[src/rtl/fir_mac_seq.sv]
// fir_mac_seq: sequential multiply-accumulate FIR stage with a writable
// coefficient bank and one shared multiplier.
// Samples and coefficients are signed Q(mag).(pres) words, largo+1 bits wide.
// The accumulator is wider than a full product so that TAPS products can be
// summed without wrapping before the result is saturated.
// Optional build macro: FIR_ROUND_EN adds round-half-up before the final
// right shift. When it is left undefined the shift truncates toward minus
// infinity.
module fir_mac_seq #(
   parameter int largo = 22,
   parameter int mag   = 8,
   parameter int pres  = 14,
   parameter int TAPS  = 5,
   parameter int AW    = 4
) (
   input  logic                    clk_i,
   input  logic                    rst_i,
   input  logic signed [largo:0]   sample_i,
   input  logic                    sample_vld_i,
   input  logic signed [largo:0]   coef_i,
   input  logic [AW-1:0]           coef_addr_i,
   input  logic                    coef_we_i,
   output logic signed [largo:0]   y_o,
   output logic                    y_vld_o,
   output logic                    busy_o,
   output logic                    ovr_o,
   output logic                    sat_o
);

   localparam int W    = largo + 1;
   localparam int PW   = 2 * W;
   localparam int ACCW = PW + AW;

   // Saturation bounds and rounding constant at accumulator width.
   localparam logic signed [ACCW-1:0] YMAX = {{(ACCW-W+1){1'b0}}, {(W-1){1'b1}}};
   localparam logic signed [ACCW-1:0] YMIN = {{(ACCW-W+1){1'b1}}, {(W-1){1'b0}}};
   localparam logic signed [ACCW-1:0] RND  = {{(ACCW-pres){1'b0}}, 1'b1, {(pres-1){1'b0}}};

   // The sign/integer/fraction split has to add up to the word width.
   if (1 + mag + pres != W || TAPS < 2 || TAPS > 16 || TAPS > (2 ** AW)) begin : g_param_check
      $error("fir_mac_seq: inconsistent parameters");
   end

   typedef enum logic [1:0] {IDLE, SHIFT, MAC, OUT} state_t;

   state_t                  state;
   state_t                  state_next;
   logic signed [W-1:0]     taps  [TAPS];
   logic signed [W-1:0]     coefs [TAPS];
   logic signed [W-1:0]     cap;
   logic [AW-1:0]           k;
   logic signed [ACCW-1:0]  acc;
   logic                    busy;

   logic signed [W-1:0]     tap_sel;
   logic signed [W-1:0]     coef_sel;
   logic signed [PW-1:0]    prod;
   logic signed [ACCW-1:0]  prod_ext;
   logic signed [ACCW-1:0]  acc_rnd;
   logic signed [ACCW-1:0]  shifted;
   logic signed [W-1:0]     y_next;
   logic                    sat_next;
   logic                    coef_wr_ok;

   assign busy_o = busy;

   // A coefficient write lands only while idle and only on a real tap.
   assign coef_wr_ok = coef_we_i && (state == IDLE) &&
                       ({1'b0, coef_addr_i} < (AW+1)'(TAPS));

   // State register.
   always_ff @(posedge clk_i) begin
      if (!rst_i) begin
         state <= IDLE;
      end else begin
         state <= state_next;
      end
   end

   // Next-state logic: IDLE -> SHIFT -> MAC (TAPS cycles) -> OUT -> IDLE.
   always_comb begin
      state_next = state;
      case (state)
         IDLE:    state_next = sample_vld_i ? SHIFT : IDLE;
         SHIFT:   state_next = MAC;
         MAC:     state_next = (k == AW'(TAPS - 1)) ? OUT : MAC;
         OUT:     state_next = IDLE;
         default: state_next = IDLE;
      endcase
   end

   // Operand select for the shared multiplier: tap k times coefficient k.
   always_comb begin
      tap_sel  = '0;
      coef_sel = '0;
      for (int i = 0; i < TAPS; i++) begin
         tap_sel  = (k == AW'(i)) ? taps[i]  : tap_sel;
         coef_sel = (k == AW'(i)) ? coefs[i] : coef_sel;
      end
      prod     = PW'(tap_sel) * PW'(coef_sel);
      prod_ext = ACCW'(prod);
   end

   // Rescale the accumulator back to the sample format and clamp it.
   always_comb begin
`ifdef FIR_ROUND_EN
      acc_rnd = acc + RND;
`else
      acc_rnd = acc;
`endif
      shifted = acc_rnd >>> pres;
      if (shifted > YMAX) begin
         y_next   = YMAX[W-1:0];
         sat_next = 1'b1;
      end else if (shifted < YMIN) begin
         y_next   = YMIN[W-1:0];
         sat_next = 1'b1;
      end else begin
         y_next   = shifted[W-1:0];
         sat_next = 1'b0;
      end
   end

   // Datapath: capture, delay line, coefficient bank, accumulate, output.
   always_ff @(posedge clk_i) begin
      if (!rst_i) begin
         for (int i = 0; i < TAPS; i++) begin
            taps[i]  <= '0;
            coefs[i] <= '0;
         end
         cap     <= '0;
         k       <= '0;
         acc     <= '0;
         busy    <= 1'b0;
         y_o     <= '0;
         y_vld_o <= 1'b0;
         ovr_o   <= 1'b0;
         sat_o   <= 1'b0;
      end else begin
         y_vld_o <= 1'b0;
         sat_o   <= 1'b0;
         busy    <= (state_next != IDLE);
         // A strobe that arrives while busy is dropped and remembered.
         if (sample_vld_i && busy) begin
            ovr_o <= 1'b1;
         end
         for (int i = 0; i < TAPS; i++) begin
            if (coef_wr_ok && (coef_addr_i == AW'(i))) begin
               coefs[i] <= coef_i;
            end
         end
         case (state)
            IDLE: begin
               if (sample_vld_i) begin
                  cap <= sample_i;
               end
            end
            SHIFT: begin
               taps[0] <= cap;
               for (int i = 1; i < TAPS; i++) begin
                  taps[i] <= taps[i-1];
               end
               acc <= '0;
               k   <= '0;
            end
            MAC: begin
               acc <= acc + prod_ext;
               k   <= k + AW'(1);
            end
            OUT: begin
               y_o     <= y_next;
               y_vld_o <= 1'b1;
               sat_o   <= sat_next;
            end
            default: begin
               k <= '0;
            end
         endcase
      end
   end

endmodule
[config.mk]
export PLATFORM = sky130hd
export DESIGN_NAME = fir_mac_seq
export DESIGN_NICKNAME = d
export VERILOG_FILES = /design/src/rtl/fir_mac_seq.sv
export SDC_FILE = /design/constraint.sdc
export NUM_CORES = 2
export LEC_CHECK = 0
export BUFFER_PORTS_ARGS = -buffer_cell sky130_fd_sc_hd__buf_4
export CAP_MARGIN = 0
export CORE_MARGIN = 3
export CORE_UTILIZATION = 55
export DETAILED_ROUTE_END_ITERATION = 7
export PLACE_DENSITY = 0.76
export SETUP_SLACK_MARGIN = 0.4
export SLEW_MARGIN = 5
export SYNTH_ARGS = -nofsm -noshare
export SYNTH_HDL_FRONTEND = slang
export SYNTH_SLANG_ARGS = --single-unit
[constraint.sdc]
create_clock -name clk_i -period 18.8 [get_ports clk_i]
set_input_delay 0.94 -clock clk_i [delete_from_list [all_inputs] [get_ports clk_i]]
set_output_delay 0.94 -clock clk_i [all_outputs]
set_load 0.05 [all_outputs]
; ---- Word level (Yosys, flattened, before mapping)
; Memory sizes are Yosys's and may differ from the RTL's.
; Cells that the tools add are included.
[word_totals]
regBits = 106
latch_bits = 0
mem_bits_rw = 230
mem_bits_ro = 0
in_bits = 54
output_inout_bits = 27
word_cells = 102
n_memories = 2
[op_classes]
add_sub_neg = 2
multipliers = 1
n_div = 0
order_cmp = 3
eq_ne = 11
shifts = 0
mux = 49
bitwise = 10
reduce_logical = 15
[mem_list]
columns = memory, words, width, read_ports, rd_clocked_by_memory_dff, wr, line_no
row1 = coefs, 5, 23, 5, 0, 5, 49  ; logic signed [W-1:0] coefs [TAPS];
row2 = taps, 5, 23, 5, 0, 5, 48  ; logic signed [W-1:0] taps [TAPS];
[op_table]
columns = cell, n
row1 = $mux 23, 22
row2 = $pmux 50 s2, 1
row3 = $add 50x46->50, 1
row4 = $mul 23x23->46, 1
row5 = $gt 36x23->1 const B, 1
row6 = $lt 36x23->1 const B, 1
row7 = $mux 1, 24
row8 = $eq 4x2->1 const B, 4
row9 = $or 1x1->1, 10
row10 = $eq 4x1->1 const B, 2
row11 = $eq 4x3->1 const B, 2
row12 = $logic_and 1x1->1, 8
row13 = $logic_not 4->1, 2
row14 = $pmux 2 s4, 1
row15 = $pmux 4 s2, 1
row16 = $add 4x1->4 const B, 1
row17 = $eq 2x2->1 const B, 2
row18 = $lt 4x3->1 const B, 1
row19 = $reduce_and 2->1, 2
row20 = $reduce_bool 2->1, 2
row21 = $eq 2x1->1 const B, 1
row22 = $logic_not 2->1, 1

; ---- Depth between registers and ports, before layout
[logic_depth]
depth_word = 9
ltp_mapped = 37
ltp_nobuf = 33

; ---- Worst setup path before layout
; Ideal clock, no wire load.
[synth_timing]
path_kind = register to register
start = register k[1]
end = register acc[43]
setup_ps = 117
arrival_time_ps = 8699
required_time_ps = 18683
path_slack_ps = 9984
path_stages_with_launch = 33
n_path_buf = 2
synth_period_minus_slack_ps = 8816
cell_sequence = dfxtp_1 > inv_1 > ha_1 > nor4b_4 > buf_2 > a22oi_1 > nor2_1 > a21oi_1 > o21ai_1 > buf_2 > nand2_1 > fa_1 > inv_1 > fa_1 > inv_1 > fa_1 > fa_1 > inv_1 > fa_1 > fa_1 > inv_1 > fa_1 > inv_1 > ha_1 > and3_1 > and2_1 > nand3_1 > o32a_1 > o21ai_2 > o21ba_2 > o21ai_1 > a21o_1 > a32o_1
[synth_via]
elab_chain_len = 9
elab_cells_between_ends = 18
classes_between = add/sub: 1 / mul: 1 / eq/ne: 4 / mux: 11 / reduce/logical: 1
[synth_lines]
columns = item, line_no
row1 = start: declaration, 51  ; logic [AW-1:0] k;
row2 = start signal: assignment, 168  ; k <= k + AW'(1);
row3 = $logic_not 4->1, "97, 98"
row4 = $mux 23 (on tied branches) (5 in series), "97, 98"
row5 = $mul 23x23->46 *, 100  ; prod = PW'(tap_sel) * PW'(coef_sel);
row6 = $add 50x46->50 *, 167  ; acc <= acc + prod_ext;
row7 = $pmux 50 s2 *, 152  ; case (state)
row8 = end signal: assignment, 167
row9 = end: declaration, 52  ; logic signed [ACCW-1:0] acc;
; Every way passes the cells marked *; elsewhere a longest branch is shown, timed or not.
; A chain may end at the register's enable or synchronous reset.

; ---- Worst setup path in the final report
[layout_timing]
start = register k[3]
end = register acc[45]
; The elaborated chain is that of the path after synthesis.

==> impl_metrics.toml <==
[run_status]
status = "finished clean"

[detailed_routing]
drt-total-wl_um = 95000
wl_per_cell_um = 20.4
detail-route-antenna-nets = 0
via_count = 26300
dr.pass1.iters = 6
drtIter0Drc = 2465
vias_per_cell = 5.65
post-route-drc-count = 0

[sta]
grt_setup_unrepaired = "no"
fmax_mhz = 98.6
fin_crit_sh_pct = 53.9
tightest_slew_ns = 1.28
hold_violations = 0
setup_tns_ns = 0
setup_ws_ns = 8.66
fin_crit_ns = 10.14
slew_violations = 0
slew_headroom_pct = 14.3
whs_ns = 0.457
clock-skew-final_ns = 0.0339
setup_viol = 0

[flow_run]
cap_violations = 0

[die]
fp.dieH_um = 266
fp-row-count = 94
die_area_um2 = 70800
start_util_pct = 56.1
coreArea_um2 = 66300
boundaryPins = 81
die_w_um = 266

[critical_path]
cp_num_buf_inv = 7
arrival_ns = 10.54
required_ns = 19.20
end_kind = "register"
critPathKind = "reg -> reg"
critical_path.max_fanout = 69
critical-path-slowest-cell = "fa_1"
cpMostUsedCell = "fa_1"
slowest_delay_ns = 1.26
regToRegSetupSlack_ns = 8.66
critPathTopFamily = "adder cells"
startpoint_type = "register"

[synth]
synthCells = 3749
synth_async_sr_flop_share_pct = 0
synth_cell_types = 73
syn-num-nets = 4643
ys_ff_latch = 336
synth_ff_type = "edfxtp_1"
synth-edff-count = 230
yosysSeqAreaShare_pct = 24.3
netlist_area_um2 = 37200
postSynthAreaPerCell_um2 = 9.92
yosys_warnings = 0

[global_routing]
track_usage_pct = 27.9
grt_max_degree = 128
grt_pass1_wl_um = 153000
grt_antenna_before_repair = 0
grt_pass1_vias = 27700
gr-total-overflow = 0

[finish]
final_nets = 4653
areaGrowthSynthToFinish_pct = 7.44
n_antenna_cell = 0
final_layout_size_suffix_gt1_share_pct = 7.34

[clock_network]
clk_latency_ns = 0.59
htreeDepth = 2
cts_resized = 0
cts_hold_buf = 0
cts_max_path_buffers = 3
clk_pin_slew_worst_paths_ns = 0.06
post_cts_buffers = 0
cts-root-buf = "clkbuf_16"
cts.sinks = 336
cts_tree = "built"
cts_buffers = 38

[place]
place_hpwl_um = 72000
globalplace.congestion = 0.919
place_ws_ns = 8.72
io_buffers = 80

[worst_hold_path]
worstHoldPathType = "reg -> reg"
## through the flow
| stage | cell area, µm² | util (%) | instances |
|---|---|---|---|
| 2_1_floorplan | 37200 | - | 3749 |
| 3_3_place_gp | 38700 | 58.4 | 4583 |
| 3_5_place_dp | 38700 | 58.4 | 4583 |
| 4_1_cts | 40000 | 60.3 | 4651 |
| 5_1_grt | 40000 | 60.3 | 4651 |
| 6_report | 40000 | 60.3 | 4651 |
## state kept, by name, summed over array words and instances, names as in the netlist, 2 cells and up
signal and flops:
state 2, acc 50, coefs 115, y_o 23, cap 23, k 4, taps 115
## layer usage
layer  vias to the layer above  GRT usage (%)  routed length, µm
met4                         0           11.3               4390
met1                     13100           37.7              37600
met5                         -              0                  0
met2                      1220           44.0              43500
li1                      11700              -                  -
met3                       245           6.32               9510
## worst register-to-register path: cells and delay by family, from the launching register on
kind,cells,cell delay [ns]
xor gates and xnor gates,1,0.17
AOI/OAI and AO/OA,9,1.84
and+or+nand+nor,3,1.17
buffers and inverters,7,1.67
DFF,1,0.40
adders and majority gates,8,4.74
## cells by family after synthesis
logic type	share of synthesized area [%]
and+or+nand+nor	12.5
buffers and inverters	10.6
adders and majority gates	41.8
AOI/OAI and AO/OA	9.53
DFF	24.3
xor gates and xnor gates	1.27
muxes	0.0807
## cells in the mapped netlist (31+ instances only)
cell type | count | area, µm²
a21boi_0 | 47 | 353
dfxtp_1 | 106 | 2120
fa_1 | 671 | 13400
and2_1 | 74 | 463
a22oi_1 | 56 | 420
inv_1 | 840 | 3150
clkbuf_1 | 86 | 323
buf_2 | 78 | 390
ha_1 | 169 | 2110
nand2b_1 | 36 | 225
a21o_1 | 32 | 240
edfxtp_1 | 230 | 6910
nand2_1 | 398 | 1490
o21ai_0 | 50 | 250
and3_1 | 131 | 820
nor2_1 | 323 | 1210
a21oi_1 | 91 | 455
xnor2_1 | 31 | 272
## cells in the final DEF, fill, tap and decap left out, drive strengths merged, types with 5 or more instances in the layout
cell type / n
nand3: 13
nand2: 398
inv: 843
xor2: 23
and2: 74
or2: 10
o22ai: 15
a221o: 29
o211ai: 27
o21bai: 6
a21boi: 50
o21ai: 75
edfxtp: 230
clkinv: 9
a221oi: 38
a22oi: 56
nand3b: 5
nor2b: 17
nand4: 7
fa: 671
a21oi: 93
a31oi: 8
a21o: 32
a2111oi: 5
dfxtp: 106
buf: 147
nand2b: 36
ha: 169
clkbuf: 54
nor2: 323
xnor2: 31
nor3: 8
and3: 131
## final timing paths
| path | cells past startpoint | startpoint | to |
|---|---|---|---|
| min reg2reg | 2 | cap[16] | cap[16] |
| max | 28 | k[3] | acc[45] |
| min | 2 | cap[16] | cap[16] |
| max reg2reg | 28 | k[3] | acc[45] |
## cell type report
cell class	count	area (µm²)
clock buffers	54	1050
clock inverters	14	193
fillers	5451	26400
inverters	841	3160
multi-input cells	2395	24300
flip-flops and latches	336	9030
well taps	864	1080
repair buffers	147	1120
Power is left out: the tool's default activity adds up to more than one toggle a clock period on the data nets, which glitch-free logic cannot reach.
